**src/rtl/mmio_led_pwm_if.sv**
```systemverilog
// Data-memory store/read bus as seen by an MMIO responder.
// The master drives the store strobe; the slave returns registered read data and hit.
interface mmio_led_pwm_if;
  logic [2:0]  funct3;
  logic        dmem_wren;
  logic [31:0] dmem_address;
  logic [31:0] dmem_data_in;
  logic [31:0] dmem_data_out;
  logic        hit;

  modport master (
    output funct3, dmem_wren, dmem_address, dmem_data_in,
    input  dmem_data_out, hit
  );

  modport slave (
    input  funct3, dmem_wren, dmem_address, dmem_data_in,
    output dmem_data_out, hit
  );
endinterface

```
**src/rtl/mmio_led_pwm.sv**
```systemverilog
// Memory-mapped 4-channel LED PWM: duty/prescaler registers on the dmem bus,
// duty changes take effect only at the start of a 256-tick PWM period.

module mmio_led_pwm_ch #(
  parameter int VEC_W = 8
) (
  input  logic             clk,
  input  logic             reset,
  input  logic [VEC_W-1:0] pwm_cnt,
  input  logic [VEC_W-1:0] duty,
  output logic             pwm_out
);
  // All-ones duty is forced high so full scale never shows a one-tick low gap.
  always_ff @(posedge clk or negedge reset) begin
    if (!reset) pwm_out <= 1'b0;
    else        pwm_out <= (pwm_cnt < duty) || (duty == {VEC_W{1'b1}});
  end
endmodule

module mmio_led_pwm #(
  parameter logic [31:0] LED_ADDR    = 32'hFFFFFFFC,
  parameter logic [31:0] PRESC_ADDR  = 32'hFFFFFFF8,
  parameter logic [15:0] PRESC_RESET = 16'd46
) (
  input  logic           clk,
  input  logic           reset,
  mmio_led_pwm_if.slave  bus,
  output logic           led,
  output logic           red,
  output logic           green,
  output logic           blue
);
  localparam int NUM_LANES = 4;
  localparam int VEC_W     = 8;

  logic [NUM_LANES-1:0][VEC_W-1:0] duty_shadow, duty_active;
  logic [15:0]          presc, presc_cnt;
  logic [VEC_W-1:0]     pwm_cnt;
  logic                 tick;
  logic                 led_match, presc_match;
  logic [NUM_LANES-1:0] be;
  logic [31:0]          wdata;
  logic [NUM_LANES-1:0] pwm_out;

  assign led_match   = bus.dmem_address[31:2] == LED_ADDR[31:2];
  assign presc_match = bus.dmem_address[31:2] == PRESC_ADDR[31:2];
  assign tick        = presc_cnt >= presc;

  // Replicate store data across lanes so each byte enable picks its own byte.
  always_comb begin
    be    = '0;
    wdata = bus.dmem_data_in;
    case (bus.funct3)
      3'b000: begin
        be    = 4'b0001 << bus.dmem_address[1:0];
        wdata = {4{bus.dmem_data_in[7:0]}};
      end
      3'b001: if (!bus.dmem_address[0]) begin
        be    = bus.dmem_address[1] ? 4'b1100 : 4'b0011;
        wdata = {2{bus.dmem_data_in[15:0]}};
      end
      3'b010: if (bus.dmem_address[1:0] == 2'b00) be = 4'b1111;
      default: be = '0;
    endcase
    if (!bus.dmem_wren) be = '0;
  end

  always_ff @(posedge clk or negedge reset) begin
    if (!reset) begin
      duty_shadow       <= '0;
      duty_active       <= '0;
      presc             <= PRESC_RESET;
      presc_cnt         <= '0;
      pwm_cnt           <= '0;
      bus.dmem_data_out <= '0;
      bus.hit           <= 1'b0;
    end else begin
      for (int i = 0; i < NUM_LANES; i++)
        if (led_match && be[i]) duty_shadow[i] <= wdata[8*i +: 8];
      for (int i = 0; i < 2; i++)
        if (presc_match && be[i]) presc[8*i +: 8] <= wdata[8*i +: 8];

      presc_cnt <= tick ? '0 : presc_cnt + 16'd1;
      // Active duty latches the pre-write shadow on the wrap tick.
      if (tick) begin
        pwm_cnt <= pwm_cnt + 8'd1;
        if (pwm_cnt == 8'hFF) duty_active <= duty_shadow;
      end

      bus.dmem_data_out <= led_match   ? duty_shadow :
                           presc_match ? {16'b0, presc} : 32'b0;
      bus.hit           <= led_match | presc_match;
    end
  end

  for (genvar g = 0; g < NUM_LANES; g++) begin : g_ch
    mmio_led_pwm_ch #(.VEC_W(VEC_W)) u_ch (
      .clk     (clk),
      .reset   (reset),
      .pwm_cnt (pwm_cnt),
      .duty    (duty_active[g]),
      .pwm_out (pwm_out[g])
    );
  end

  assign {led, red, green, blue} = pwm_out;
endmodule

```
**src/flat_wrapper.sv**
```systemverilog
// flat-port wrapper written by rule: the top's interface ports become plain ports
module mmio_led_pwm_flat 
#(
  parameter logic [31:0] LED_ADDR    = 32'hFFFFFFFC,
  parameter logic [31:0] PRESC_ADDR  = 32'hFFFFFFF8,
  parameter logic [15:0] PRESC_RESET = 16'd46
)
  (clk, reset, led, red, green, blue, bus_funct3, bus_dmem_wren, bus_dmem_address, bus_dmem_data_in, bus_dmem_data_out, bus_hit);
  mmio_led_pwm_if bus_i ();
  input  logic clk;
  input  logic reset;
  output logic led;
  output logic red;
  output logic green;
  output logic blue;
  input wire logic [$bits(bus_i.funct3)-1:0] bus_funct3;
  input wire logic [$bits(bus_i.dmem_wren)-1:0] bus_dmem_wren;
  input wire logic [$bits(bus_i.dmem_address)-1:0] bus_dmem_address;
  input wire logic [$bits(bus_i.dmem_data_in)-1:0] bus_dmem_data_in;
  output wire logic [$bits(bus_i.dmem_data_out)-1:0] bus_dmem_data_out;
  output wire logic [$bits(bus_i.hit)-1:0] bus_hit;
  assign bus_i.funct3 = bus_funct3;
  assign bus_i.dmem_wren = bus_dmem_wren;
  assign bus_i.dmem_address = bus_dmem_address;
  assign bus_i.dmem_data_in = bus_dmem_data_in;
  assign bus_dmem_data_out = bus_i.dmem_data_out;
  assign bus_hit = bus_i.hit;
  mmio_led_pwm #(.LED_ADDR(LED_ADDR), .PRESC_ADDR(PRESC_ADDR), .PRESC_RESET(PRESC_RESET)) u_core (.clk(clk), .reset(reset), .bus(bus_i), .led(led), .red(red), .green(green), .blue(blue));
endmodule
```
**config.mk**
```make
export PLATFORM = sky130hd
export DESIGN_NAME = mmio_led_pwm_flat
export DESIGN_NICKNAME = d
export VERILOG_FILES = /design/src/rtl/mmio_led_pwm_if.sv /design/src/rtl/mmio_led_pwm.sv /design/src/flat_wrapper.sv
export SDC_FILE = /design/constraint.sdc
export NUM_CORES = 1
export LEC_CHECK = 0
export CORE_UTILIZATION = 45
export CTS_CLUSTER_DIAMETER = 150
export DETAILED_ROUTE_END_ITERATION = 12
export PLACE_DENSITY_LB_ADDON = 0.12
export RECOVER_POWER = 50
export SKIP_CTS_REPAIR_TIMING = 1
export SYNTH_ARGS = -nofsm -noshare
export SYNTH_HDL_FRONTEND = slang
export SYNTH_HIERARCHICAL = 1
export SYNTH_SLANG_ARGS = --single-unit
```
**constraint.sdc**
```tcl
create_clock -name clk -period 4.1 [get_ports clk]
set_input_delay 0.615 -clock clk [delete_from_list [all_inputs] [get_ports clk]]
set_output_delay 0.615 -clock clk [all_outputs]
set_load 0.01 [all_outputs]
```
**After elaboration in Yosys (flattened, before gate mapping)**

Cells that the tools add are included.

- Add/sub/neg operators: 2
- Order comparisons: 5
- Equality and inequality tests: 9
- Shift-type cells: 1
- Muxes and demuxes: 10
- Bitwise gates (word level): 1
- Reduce and logical (&&, ||, !) cells: 13

Operators by type and width:

| operator | count |
|---|---|
| $mux 32 | 2 |
| $pmux 32 s2 | 1 |
| $eq 30x30->1 const B | 2 |
| $eq 8x8->1 const B | 5 |
| $lt 8x8->1 | 4 |
| $mux 16 | 2 |
| $add 16x1->16 const B | 1 |
| $ge 16x16->1 | 1 |
| $mux 4 | 4 |
| $pmux 4 s3 | 1 |
| $add 8x1->8 const B | 1 |
| $logic_and 1x1->1 | 6 |
| $logic_or 1x1->1 | 4 |
| $shl 1x2->4 const A | 1 |
| $eq 3x1->1 const B | 1 |
| $eq 3x2->1 const B | 1 |
| $logic_not 3->1 | 1 |
| $logic_not 2->1 | 1 |
| $reduce_and 2->1 | 1 |
| $or 1x1->1 | 1 |

- Bits in registers: 141
- Bits of input ports: 70
- Output and inout port bits: 37
- Word-level logic and storage cells: 59

**Logic depth before layout (Yosys ltp)**

- Depth after elaboration: 5
- Mapped depth: 9
- Mapped depth without buffers: 8

**Cells and area by module**

Netlist, hierarchy kept.

By module, submodules not included:

| module | instances | cells an instance | area each (um2) | sequential area each (um2) |
|---|---|---|---|---|
| mmio_led_pwm | 1 | 498 | 6239.7 | 3433.3 |
| mmio_led_pwm_ch | 4 | 26 | 221.5 | 25.0 |

**Worst setup path after synthesis**

OpenSTA, ideal clock, no wires.

- Path type: input port to flip-flop
- Start: input port bus_dmem_address[30]
- End: register u_core.presc[10]
- Library setup time: 0.125 ns
- Data arrival time: 2.412 ns
- Required time: 3.975 ns
- Slack: 1.563 ns
- Stages on the path: 7
- Buffers on the path: 1
- Cell sequence: nand4_1 nor4_1 nand2_1 or3_4 buf_6 nor4_4 mux2_2

- Cells in the longest elaborated chain, start to end: 2

RTL lines:

| what | RTL line | text |
|---|---|---|
| start, declared | flat_wrapper.sv:18 | `input wire logic [$bits(bus_i.dmem_address)-1:0] bus_dmem_address;` |
| $eq 30x30->1 | mmio_led_pwm.sv:46 | `assign presc_match = bus.dmem_address[31:2] == PRESC_ADDR[31:2];` |
| $logic_and 1x1->1 | mmio_led_pwm.sv:81 | `if (presc_match && be[i]) presc[8*i +: 8] <= wdata[8*i +: 8];` |
| end signal, assigned by index | mmio_led_pwm.sv:81 |  |
| end, declared | mmio_led_pwm.sv:37 | `logic [15:0] presc, presc_cnt;` |

No other way between the ends.
A chain may end at the register's enable or synchronous reset.

**Final worst setup path**

- Start: input port bus_dmem_address[30]
- End: register u_core/duty_shadow[3] in the netlist's numbering

- Cells in the longest elaborated chain, start to end: 2

RTL lines:

| what | RTL line | text |
|---|---|---|
| $eq 30x30->1 | mmio_led_pwm.sv:45 | `assign led_match = bus.dmem_address[31:2] == LED_ADDR[31:2];` |
| $logic_and 1x1->1 | mmio_led_pwm.sv:79 | `if (led_match && be[i]) duty_shadow[i] <= wdata[8*i +: 8];` |
| end signal, assigned by index | mmio_led_pwm.sv:79 |  |
| end, declared | mmio_led_pwm.sv:36 | `logic [NUM_LANES-1:0][VEC_W-1:0] duty_shadow, duty_active;` |

No other way between the ends.

==> flow_metrics.tcl <==
set metrics [dict create \
    maxCapViolations 1 \
    fill_cells 1293 \
    yosysUniqueCellTypes 46 \
    drt_iter0_drc 303 \
    grt_pass1_wl_um 28230 \
    ant_nets 0 \
    syn_to_final_growth_pct 27.01 \
    clk_latency_ns 0.42 \
    synth.yosys.seq_area_share 0.4959 \
    grt_setup_unrepaired "false" \
    rr_worst_depth 9 \
    multi_input_area_mm2 0.003329 \
    hold_viol 0 \
    ys_ff_latch 141 \
    die_width_um 127.8 \
    synth_area_leader_cell "dfrtp_1" \
    fin_crit_sh 0.7230 \
    ir_drop_mv 0.3011 \
    slew_viol_final 91 \
    antennaDiodeCount 0 \
    stdcell_area_mm2 0.009050 \
    relSlewSlack -0.4427 \
    fin_util 0.5909 \
    placedInstanceArea_mm2 0.008429 \
    worstHoldPathType "reg2reg" \
    port_buffers 106 \
    synthArstFlopShare 1.000 \
    path_class "in2reg" \
    arrival_ns 3.27 \
    status "finished with violations" \
    rr_endpoint "u_core/duty_active[0]" \
    wl_per_cell_um 18.47 \
    avgSynthCellArea_um2 11.84 \
    cts.sinks 141 \
    ys.flop_type "dfrtp_1" \
    htreeDepth 4 \
    pre_cts_slack_ns 0.7384 \
    ys_top_cells_by_area "dfrtp_1 (48%), mux2_2 (15%), ha_1 (8.1%), inv_1 (2.5%), mux2i_1 (2.2%)" \
    dpl.hpwl_um 13040 \
    yosysTopAreaCellShare 0.4811 \
    vias 5002 \
    synth_edf_count 0 \
    synth_area_mm2 0.007126 \
    synthCells 602 \
    die_area_mm2 0.01634 \
    fin_worst_skew_ns 0.007362 \
    endpoint "u_core/duty_shadow[3]" \
    regArea_mm2 0.003533 \
    fin_setup_tns_ns 0 \
    rows 45 \
    leakagePower_uw 0.004182 \
    setup_slack_ns 1.136 \
    cts_buffers 17 \
    finalSetupViolCount 0 \
    r2r-start "u_core/presc_cnt[0]" \
    cp-start-kind "primary input" \
    drive_gt1_frac 0.2085 \
    fin_crit_ns 2.964 \
    antenna_found_initial 0 \
    yosysWarnings 6 \
    fin_nets 832 \
    power_uw 3202 \
    violations "capacitance limit, slew limit" \
    power_density_mw_per_mm2 353.8 \
    drc 0 \
    cts_root_buf "clkbuf_16" \
    io_pins 107 \
    via_per_inst 5.321 \
    synth.most_common_cell "dfrtp_1" \
    grt-ovfl-total 0 \
    clkTransAtPathRegs_ns 0.06 \
    grt_use_total 0.2300 \
    grt_max_degree 91 \
    wl_um 17370 \
    synth_nets 718 \
    grt_pass1_vias 5327 \
    core_area_mm2 0.01531 \
    required_ns 4.40 \
    synthTopCellsByCount "dfrtp_1 (137), mux2_2 (97), inv_1 (48)" \
    initial_core_util 0.4653 \
    holdCritStartpoint "u_core/duty_active[13]" \
    cp_max_fo 20 \
    worstSetupStartpoint "bus_dmem_address[30]" \
    cts_tree "done" \
    fmax_mhz 337.3 \
    die_height_um 127.8 \
    drt_first_pass_iters 5 \
    rrSetupSlack_ns 1.31 \
    clk_path_buf_depth 2 \
    cp-end-kind "flip-flop" \
    tightest_slew_ns 2.164 \
    place_congestion 0.9325 \
]
placed cells by master (no fill, tap or decap), types with 2 or more instances in the layout:
master / instances
a2111oi_2: 4
a211oi_1: 6
a21o_1: 4
a21oi_1: 16
and3_1: 23
and4_1: 2
buf_4: 7
bufinv_16: 4
clkbuf_1: 2
clkbuf_16: 17
clkdlybuf4s50_1: 91
clkinv_2: 2
clkinv_4: 2
clkinvlp_4: 3
dfrtp_1: 137
dfstp_2: 4
dlygate4sd3_1: 14
ha_1: 46
inv_1: 48
inv_6: 2
mux2_2: 97
mux2i_1: 16
nand2_1: 20
nand2b_1: 13
nand3_1: 7
nand4_1: 22
nor2_1: 40
nor3_4: 2
o2111ai_1: 4
o21a_1: 4
o21ai_0: 9
o22a_1: 4
o22ai_1: 8
o31ai_1: 8
xnor2_1: 8
xor2_1: 15
cells by family (layout without fill, tap and decap cells):
family	after synthesis	in the layout	synth area share
muxes	113	113	0.1758
xor gates and xnor gates	23	23	0.02827
AOI/OAI and AO/OA	71	71	0.07059
adders and majority gates	46	46	0.08077
and+or+nand+nor	141	141	0.1119
DFF	141	141	0.4959
buffers and inverters	67	194	0.03687
stage by stage:
| step | std cells | hold WS [ns] |
|---|---|---|
| floorplan | 602 | 0.3194 |
| global placement | 908 | 0.5202 |
| detailed placement | 908 | 0.5242 |
| CTS | 940 | 0.2668 |
| global route | 940 | 0.5563 |
| finish | 940 | 0.5368 |
worst max-delay path, stage by stage:
cell             delay (ns)
clkdlybuf4s50_1        0.46
nand4_1                0.09
nor4_1                 0.30
nand2_1                0.11
or3_4                  0.54
inv_1                  0.41
nand4_2                0.36
mux2_2                 0.38
layer usage:
| metal | GRT usage | share of wire |
|---|---|---|
| met1 | 0.2993 | 0.44 |
| met2 | 0.3798 | 0.50 |
| met3 | 0.04174 | 0.040 |
| met4 | 0.09343 | 0.021 |
| met5 | 0 | 0 |
how the worst min path moves through the flow:
| stage | to | slack, ns | cells past startpoint |
|---|---|---|---|
| finish | u_core/duty_active[13] | 0.54 | 1 |
| global route | u_core/presc[12] | 0.56 | 1 |
| CTS | u_core/bus.dmem_data_out[28] | 0.27 | 1 |
| detailed placement | u_core/presc[8] | 0.52 | 1 |
| global placement | u_core/duty_active[12] | 0.52 | 1 |
| floorplan | u_core/bus.dmem_data_out[0] | 0.32 | 0 |
registers in the layout, indices dropped and copies added, names as in the netlist:
name and cells:
u_core/bus.hit 1, u_core/presc_cnt 16, u_core/g_ch.u_ch/pwm_out 4, u_core/bus.dmem_data_out 32, u_core/duty_shadow 32, u_core/pwm_cnt 8
u_core/presc 16, u_core/duty_active 32
report_power, final:
group	switching, µW	total [µW]	internal [µW]
sequential	0.0344	1390	1390
combinational	92.3	180	88.1
clock	593	1630	1040
layout make-up:
| cell class | count | share of cell area |
|---|---|---|
| Clock buffer | 19 | 0.04894 |
| Clock inverter | 13 | 0.02074 |
| Inverter | 48 | 0.01991 |
| Multi-Input combinational cell | 394 | 0.3679 |
| Sequential cell | 141 | 0.3904 |
| Tap cell | 211 | 0.02917 |
| Timing Repair Buffer | 114 | 0.1229 |
Power figures use the tool's default switching activity.
